==> src/rtl/shift_operand_decoder.sv <==
// Purpose : decodes the ARM data-processing operand-2 field into barrel-shifter controls.
//           Register-specified shifts read Rs through a synchronous register-file port.
// Latency : immediate and bypass results are valid the cycle after accept.
//           The register-shift path adds FETCH_RS and CAPTURE, so it is valid three cycles after in_valid.
// Backpressure: one instruction is in flight at a time. ISSUE holds every output until out_ready.
//               in_ready is low outside IDLE, so in_valid is ignored there.
// Ports:
//   Clk, Reset                 clock and synchronous active-high reset
//   in_valid/in_ready          instruction handshake; Instr, rm_data and c_flag are sampled on accept
//   rs_addr/rs_rd_en/rs_data   Rs read port; data returns the cycle after rs_rd_en
//   out_valid/out_ready        result handshake
//   Operand, Amount, IR, ISO,  shifter controls; EN is active-low (1 = bypass)
//   EN, CIn, RRX
module shift_operand_decoder #(
  parameter int RS_AMT_BITS = 8,
  parameter bit DP_CHECK    = 1'b1
) (
  input  logic        Clk,
  input  logic        Reset,
  input  logic        in_valid,
  output logic        in_ready,
  input  logic [31:0] Instr,
  input  logic [31:0] rm_data,
  input  logic        c_flag,
  output logic [3:0]  rs_addr,
  output logic        rs_rd_en,
  input  logic [31:0] rs_data,
  output logic        out_valid,
  input  logic        out_ready,
  output logic [31:0] Operand,
  output logic [11:0] Amount,
  output logic [1:0]  IR,
  output logic        ISO,
  output logic        EN,
  output logic        CIn,
  output logic        RRX
);

  typedef enum logic [1:0] {IDLE, FETCH_RS, CAPTURE, ISSUE} state_t;

  state_t      state, state_nxt;
  logic [31:0] operand_nxt;
  logic [11:0] amount_nxt;
  logic [1:0]  ir_nxt;
  logic        iso_nxt, en_nxt, cin_nxt, rrx_nxt;
  logic        out_valid_nxt, rs_rd_en_nxt;
  logic [3:0]  rs_addr_nxt;
  logic [RS_AMT_BITS-1:0] rs_amt;

  // Instruction bits outside operand 2 and the high Rs bits do not affect the shifter.
  logic unused_bits;
  assign unused_bits = ^{Instr[31:28], Instr[24:12], rs_data};

  assign rs_amt   = rs_data[RS_AMT_BITS-1:0];
  assign in_ready = (state == IDLE) && !Reset;

  always_comb begin
    state_nxt     = state;
    operand_nxt   = Operand;
    amount_nxt    = Amount;
    ir_nxt        = IR;
    iso_nxt       = ISO;
    en_nxt        = EN;
    cin_nxt       = CIn;
    rrx_nxt       = RRX;
    out_valid_nxt = out_valid;
    rs_addr_nxt   = rs_addr;
    rs_rd_en_nxt  = 1'b0;

    case (state)
      IDLE: begin
        if (in_valid && in_ready) begin
          operand_nxt = rm_data;
          cin_nxt     = c_flag;
          iso_nxt     = 1'b0;
          rrx_nxt     = 1'b0;
          if (DP_CHECK && (Instr[27:26] != 2'b00)) begin
            // Not a data-processing instruction, so the shifter passes rm_data through.
            amount_nxt    = 12'd0;
            ir_nxt        = 2'b00;
            en_nxt        = 1'b1;
            out_valid_nxt = 1'b1;
            state_nxt     = ISSUE;
          end else if (Instr[25]) begin
            operand_nxt   = {24'b0, Instr[7:0]};
            amount_nxt    = {7'b0, Instr[11:8], 1'b0};
            ir_nxt        = 2'b11;
            iso_nxt       = 1'b1;
            en_nxt        = (Instr[11:8] == 4'd0);
            out_valid_nxt = 1'b1;
            state_nxt     = ISSUE;
          end else if (!Instr[4]) begin
            ir_nxt        = Instr[6:5];
            amount_nxt    = {7'b0, Instr[11:7]};
            en_nxt        = 1'b0;
            out_valid_nxt = 1'b1;
            state_nxt     = ISSUE;
            // A zero immediate encodes LSR/ASR #32 and RRX. Only LSL #0 is a real no-op.
            if (Instr[11:7] == 5'd0) begin
              case (Instr[6:5])
                2'b00: en_nxt = 1'b1;
                2'b11: begin
                  rrx_nxt    = 1'b1;
                  amount_nxt = 12'd1;
                end
                default: amount_nxt = 12'd32;
              endcase
            end
          end else begin
            // The amount is not known until Rs returns, so stay in bypass until CAPTURE.
            ir_nxt       = Instr[6:5];
            amount_nxt   = 12'd0;
            en_nxt       = 1'b1;
            rs_addr_nxt  = Instr[11:8];
            rs_rd_en_nxt = 1'b1;
            state_nxt    = FETCH_RS;
          end
        end
      end
      FETCH_RS: state_nxt = CAPTURE;
      CAPTURE: begin
        amount_nxt    = 12'(rs_amt);
        en_nxt        = (rs_amt == '0);
        out_valid_nxt = 1'b1;
        state_nxt     = ISSUE;
      end
      ISSUE: begin
        if (out_ready) begin
          out_valid_nxt = 1'b0;
          state_nxt     = IDLE;
        end
      end
      default: state_nxt = IDLE;
    endcase
  end

  always_ff @(posedge Clk) begin
    if (Reset) begin
      state     <= IDLE;
      Operand   <= 32'd0;
      Amount    <= 12'd0;
      IR        <= 2'b00;
      ISO       <= 1'b0;
      EN        <= 1'b1;
      CIn       <= 1'b0;
      RRX       <= 1'b0;
      out_valid <= 1'b0;
      rs_addr   <= 4'd0;
      rs_rd_en  <= 1'b0;
    end else begin
      state     <= state_nxt;
      Operand   <= operand_nxt;
      Amount    <= amount_nxt;
      IR        <= ir_nxt;
      ISO       <= iso_nxt;
      EN        <= en_nxt;
      CIn       <= cin_nxt;
      RRX       <= rrx_nxt;
      out_valid <= out_valid_nxt;
      rs_addr   <= rs_addr_nxt;
      rs_rd_en  <= rs_rd_en_nxt;
    end
  end

endmodule

==> config.mk <==
export PLATFORM = sky130hd
export DESIGN_NAME = shift_operand_decoder
export DESIGN_NICKNAME = d
export VERILOG_FILES = /design/src/rtl/shift_operand_decoder.sv
export SDC_FILE = /design/constraint.sdc
export NUM_CORES = 1
export LEC_CHECK = 0
export BUFFER_PORTS_ARGS = -buffer_cell sky130_fd_sc_hd__buf_2
export CAP_MARGIN = 25
export CORE_AREA = 10 10 83 103
export DETAILED_ROUTE_END_ITERATION = 10
export DIE_AREA = 0 0 93 113
export PLACE_DENSITY = 0.76
export SETUP_SLACK_MARGIN = 0.02
export SYNTH_ARGS = -nofsm -noshare
export SYNTH_HDL_FRONTEND = slang
export SYNTH_SLANG_ARGS = --single-unit
==> constraint.sdc <==
create_clock -name Clk -period 1.4 [get_ports Clk]
set_input_delay 0.35 -clock Clk [delete_from_list [all_inputs] [get_ports Clk]]
set_output_delay 0.35 -clock Clk [all_outputs]
set_load 0.005 [all_outputs]
---- Word-level counts from Yosys, hierarchy flattened ----
Index checks and enable logic that the tools add are counted.
cells by class
  bitwise gates (word level) .............. 4
  muxes and demuxes ....................... 38
  eq/ne operators ......................... 7
  reductions and logical operators ........ 17
operators by type and width
  cell                                                                   count
  32-bit two-way mux                                                     2
  12-bit two-way mux                                                     4
  12-bit case mux with 2 select lines                                    1
  1-bit two-way mux                                                      19
  2-bit two-way mux                                                      7
  6-bit case mux with 2 select lines                                     1
  8-bit logical NOT                                                      1
  2-bit case mux with 4 select lines                                     1
  2-bit equality test, second input constant                             3
  6-bit two-way mux                                                      1
  2-bit AND reduction                                                    3
  5-bit logical NOT                                                      1
  5-bit AND reduction                                                    1
  5-bit OR reduction                                                     1
  2-bit logical NOT                                                      2
  4-bit logical NOT                                                      1
  4-bit by 3-bit != test with 1-bit output, second input constant        1
  1-bit inverter                                                         4
  4-bit AND reduction                                                    1
  2-bit nonzero test                                                     2
  1-bit case mux with 3 select lines                                     1
  3-bit nonzero test                                                     1
  2-bit by 1-bit equality test with 1-bit output, second input constant  1
  1-bit logical AND                                                      2
  4 further kinds                                                        4
word-level totals
  logic and storage cells ................. 77
  bits in registers ....................... 58
  bits of input ports ..................... 101

---- Logic depth before layout (Yosys ltp) ----
  word-level depth ........................ 8
  depth in mapped cells ................... 8

---- Least setup slack after synthesis ----
No wires, ideal clock.
  path kind ............................... register to register
  from .................................... register state[0]
  to ...................................... register Operand[10]
  stages on the path, launching flop included .. 9
  slack ................................... -0.191 ns
  buffers on the path ..................... 3
  data arrival time ....................... 1.532 ns
  required time ........................... 1.341 ns
  period minus slack after synthesis ...... 1.591 ns
  path through ............................ dfxtp_1 -> inv_1 -> ha_1 -> buf_2 -> and3b_1 -> buf_2 -> nor2_2 -> buf_2 -> a22o_1
between the ends
  word-level cells in the longest chain between the ends .. 4
RTL lines
  what                             RTL line  source
  start: declaration               41        state_t state, state_nxt;
  start signal: assignment         151       state <= state_nxt;
  2-bit logical NOT *              55, 70
  1-bit logical AND                55        assign in_ready = (state == IDLE) && !Reset;
  1-bit logical AND                72        if (in_valid && in_ready) begin
  2-bit AND reduction (no line) *  --
  end signal: assignment           152       Operand <= operand_nxt;
  end: declaration                 30        output logic [31:0] Operand,
Every way passes the cells marked *; elsewhere a longest branch is shown, timed or not.
A chain may end at the register's enable or synchronous reset.

---- Worst setup path after layout ----
  from .................................... register state[0]
  to ...................................... output in_ready
between the ends
  word-level cells in the longest chain between the ends .. 2
RTL lines
  what               RTL line  source
  2-bit logical NOT  55
  1-bit logical AND  55
  end: declaration   21        output logic in_ready,
Every way passes these cells.

==> run_results.csv <==
group,metric,value,unit
finish,fin_area,3720,sq um
cts,htreeDepth,2,
die,core,6520,sq um
timing,timing.final.crit_share,114,%
detailed_routing,wl_met3,754,um
power_and_ir_drop,vdd.ir_drop.worst,706,uV
die,floorplan.initialDensity,35.9,%
logic_synthesis,seq_area_frac_synth,46.1,%
setup_path,slowest_delay,0.35,ns
setup_path,crit_chain,"inv_2, ha_4, buf_6, nor2b_1, buf_2",
logic_synthesis,ys_ff_latch,54,
cts,root_buffer,"clkbuf_8",
detailed_routing,drtAntennaViolNets,0,
power_and_ir_drop,leakagePower,0.00175,uW
timing,hold_viol,0,
logic_synthesis,synth_top_area_share,46.1,%
power_and_ir_drop,combPwrFrac,46.9,%
power_and_ir_drop,clkPwrFrac,17.8,%
logic_synthesis,synth.cell_area,2340,sq um
setup_path,cp_max_fo,4,
flow_run,maxCapViolCount,0,
detailed_routing,totalWireLength,7.70,mm
place,placedCellCount,444,
cts,clkTransAtPathRegs,0.09,ns
outcome,violations,"setup timing",
detailed_routing,drt_pass1_iterations,4,
setup_path,worstSetupPathType,"reg -> out",
global_route,grt_pass1_vias,2351,
global_route,grtUsageTotal,13.5,%
finish,regArea,1080,sq um
detailed_routing,drc,0,
timing,setup_viol,50,
outcome,run_status,"complete, but fails checks",
place,dpl_cell_area,3210,sq um
global_route,grt_pass1_wl,11.6,mm
power_and_ir_drop,swShare,32.9,%
die,die_area,10500,sq um
detailed_routing,via_per_inst,4.81,
place,port_buffers,112,
setup_path,cp.arrival,1.25,ns
place,gp_congestion,0.802,
die,io_pins,158,
detailed_routing,wl_met2,4.01,mm
power_and_ir_drop,p_sw,1860,uW
detailed_routing,wl_per_cell,16.3,um
global_route,antenna_found_initial,0,
cts,clk_latency,0.30,ns
timing,final-max-slew-violation-count,0,
detailed_routing,met1_length,2.86,mm
die,die_y,113,um
power_and_ir_drop,pwr-share-seq,35.3,%
logic_synthesis,synth_area_leader_cell,"dfxtp_1",
setup_path,required,1.05,ns
timing,skew,0.00951,ns
timing,finalWorstSetupSlack,-0.198,ns
logic_synthesis,synth_area_per_cell,10.2,sq um
cts,cts_num_sinks,54,
setup_path,crit_family,"flip-flops",
detailed_routing,routed.top_layer,"met4",
power_and_ir_drop,p_per_area,1520,nW/um^2
setup_path,path_buf_inv,3,
finish,layout.cells.non_filler,473,
logic_synthesis,async_flop_share,0,%
detailed_routing,drt_first_iter_violations,60,
logic_synthesis,synthFlopType,"dfxtp_1",
logic_synthesis,synth_enable_flop_cells,0,
die,rows,33,
finish,multi_input_area,1320,sq um
finish,area_delta_synth_final,58.8,%
logic_synthesis,ys_types,46,
timing,holdWs,0.254,ns
finish,diodes,0,
setup_path,slowest_stage,"dfxtp_2",
min_path,hp-class,"in -> reg",
power_and_ir_drop,p_int,3800,uW
finish,fin_util,57.1,%
finish,fillers,598,
cts,cts_buffer_depth,2,
global_route,gr-total-overflow,0,
finish,final_nets,493,
cts,cts_tree,"built",
global_route,grt_max_degree,23,
setup_path,end_kind,"primary output",
timing,min_period,1.60,ns
detailed_routing,vias,2274,
die,fp.dieW,93,um
finish,drive_gt1_share,58.3,%
timing,rsz0062_at_grt,"yes",
logic_synthesis,synth_area_leaders,"dfxtp_1 46%, a22o_1 8.2%, a211oi_2 5.3%, mux2i_1 3.8%, nor2_1 3.8%",
setup_path,start_kind,"flip-flop",
timing,fmax,626,MHz
logic_synthesis,syn_inst,229,
cts,cts_made_buffers,5,
logic_synthesis,yosys_warnings,0,
timing,setup-tns-final,-4.54,ns
place,hpwl,5.78,mm
cells in the mapped netlist (all sizes together), types with 3 or more instances:
library cell	number
a211oi	11
a21oi	11
a221oi	4
a22o	22
a32oi	3
buf	18
dfxtp	54
ha	7
inv	7
mux2i	9
nand2	10
nand2b	3
nand3	5
nand3b	5
nor2	27
nor2b	3
nor3	5
o21ai	6
final cells by class:
type | instances | area share, %
Timing Repair Buffer | 164 | 28.9
Inverter | 7 | 0.706
Tap cell | 87 | 2.92
Multi-Input combinational cell | 153 | 35.5
Clock inverter | 1 | 0.806
Clock buffer | 7 | 2.05
Sequential cell | 54 | 29.1
kinds of logic (layout without fill, tap and decap cells):
| kind of cell | Yosys count | after routing | synth area share, % |
|---|---|---|---|
| other | 1 | 4 | 0.160 |
| DFF | 54 | 54 | 46.1 |
| buffers and inverters | 26 | 179 | 6.08 |
| and+or+nand+nor | 67 | 68 | 16.6 |
| adders and majority gates | 7 | 7 | 3.74 |
| muxes | 9 | 9 | 3.84 |
| AOI/OAI and AO/OA | 65 | 65 | 23.4 |
through the flow:
stage               worst slack, ns  power (uW)
floorplan                   -0.0277        3170
global placement             -0.170        3860
detailed placement           -0.205        3910
CTS                          -0.187        5260
global route                 -0.300        6040
finish                       -0.198        5660
worst paths after layout:
kind                              start               endpoint  slack (ns)  depth (start not counted)
setup / recovery  state[0]$_SDFFE_PP0P_               in_ready       -0.20                          5
hold / removal                   c_flag       CIn$_SDFFE_PP0N_        0.25                          3
setup reg to reg  state[1]$_SDFFE_PP0P_  state[1]$_SDFFE_PP0P_       -0.17                          9
hold reg to reg      IR[1]$_SDFFE_PP0N_     IR[1]$_SDFFE_PP0N_        0.45                          2
worst reg2reg max path, stage by stage (launching register included):
cell,delay [ns]
dfxtp_2,0.34
buf_4,0.13
buf_6,0.11
buf_6,0.11
ha_4,0.15
nor2b_4,0.12
a21oi_4,0.15
buf_6,0.13
mux2i_1,0.16
nor2_1,0.06
sequential cells by signal, indices dropped and copies added, names as in the netlist:
name,count
CIn,1
IR,2
rs_rd_en,1
EN,1
RRX,1
state,2
Operand,32
out_valid,1
Amount,8
ISO,1
rs_addr,4
layer usage:
| metal | vias to the layer above | GRT usage (%) |
|---|---|---|
| met2 | 79 | 24.6 |
| met5 | - | 0 |
| met3 | 7 | 6.15 |
| met4 | 0 | 3.71 |
| li1 | 1137 | - |
| met1 | 1051 | 13.3 |
power groups by stage:
| stage | combinational (uW) | clock [uW] | sequential, uW |
|---|---|---|---|
| after floorplan | 1110 | 0 | 2060 |
| after global placement | 1850 | 0 | 2010 |
| after detailed placement | 1890 | 0 | 2020 |
| after CTS | 2220 | 1050 | 1990 |
| after global routing | 2890 | 1110 | 2040 |
| final | 2660 | 1010 | 2000 |
cells in the final DEF (no fill, tap or decap), drive strengths merged, types with 3 or more instances in the layout:
cell type,count
nand3b,5
inv,7
clkbuf,9
nand3,5
conb,4
nor2b,3
a211oi,11
nand2,10
a22o,22
nor3,5
o21ai,6
ha,7
a21oi,11
nand2b,3
nor2,28
a32oi,3
buf,162
dfxtp,54
mux2i,9
a221oi,4
what timing repair did:
item / in CTS / in global routing
pin swaps: 22 / 19
buffers inserted: 8 / 9
endpoints found under the setup margin: 48 / 53
hold buffers: 0 / 0
gates cloned: 1 / 3
gates resized for setup: 20 / 27
(Power assumes the default switching activity.)
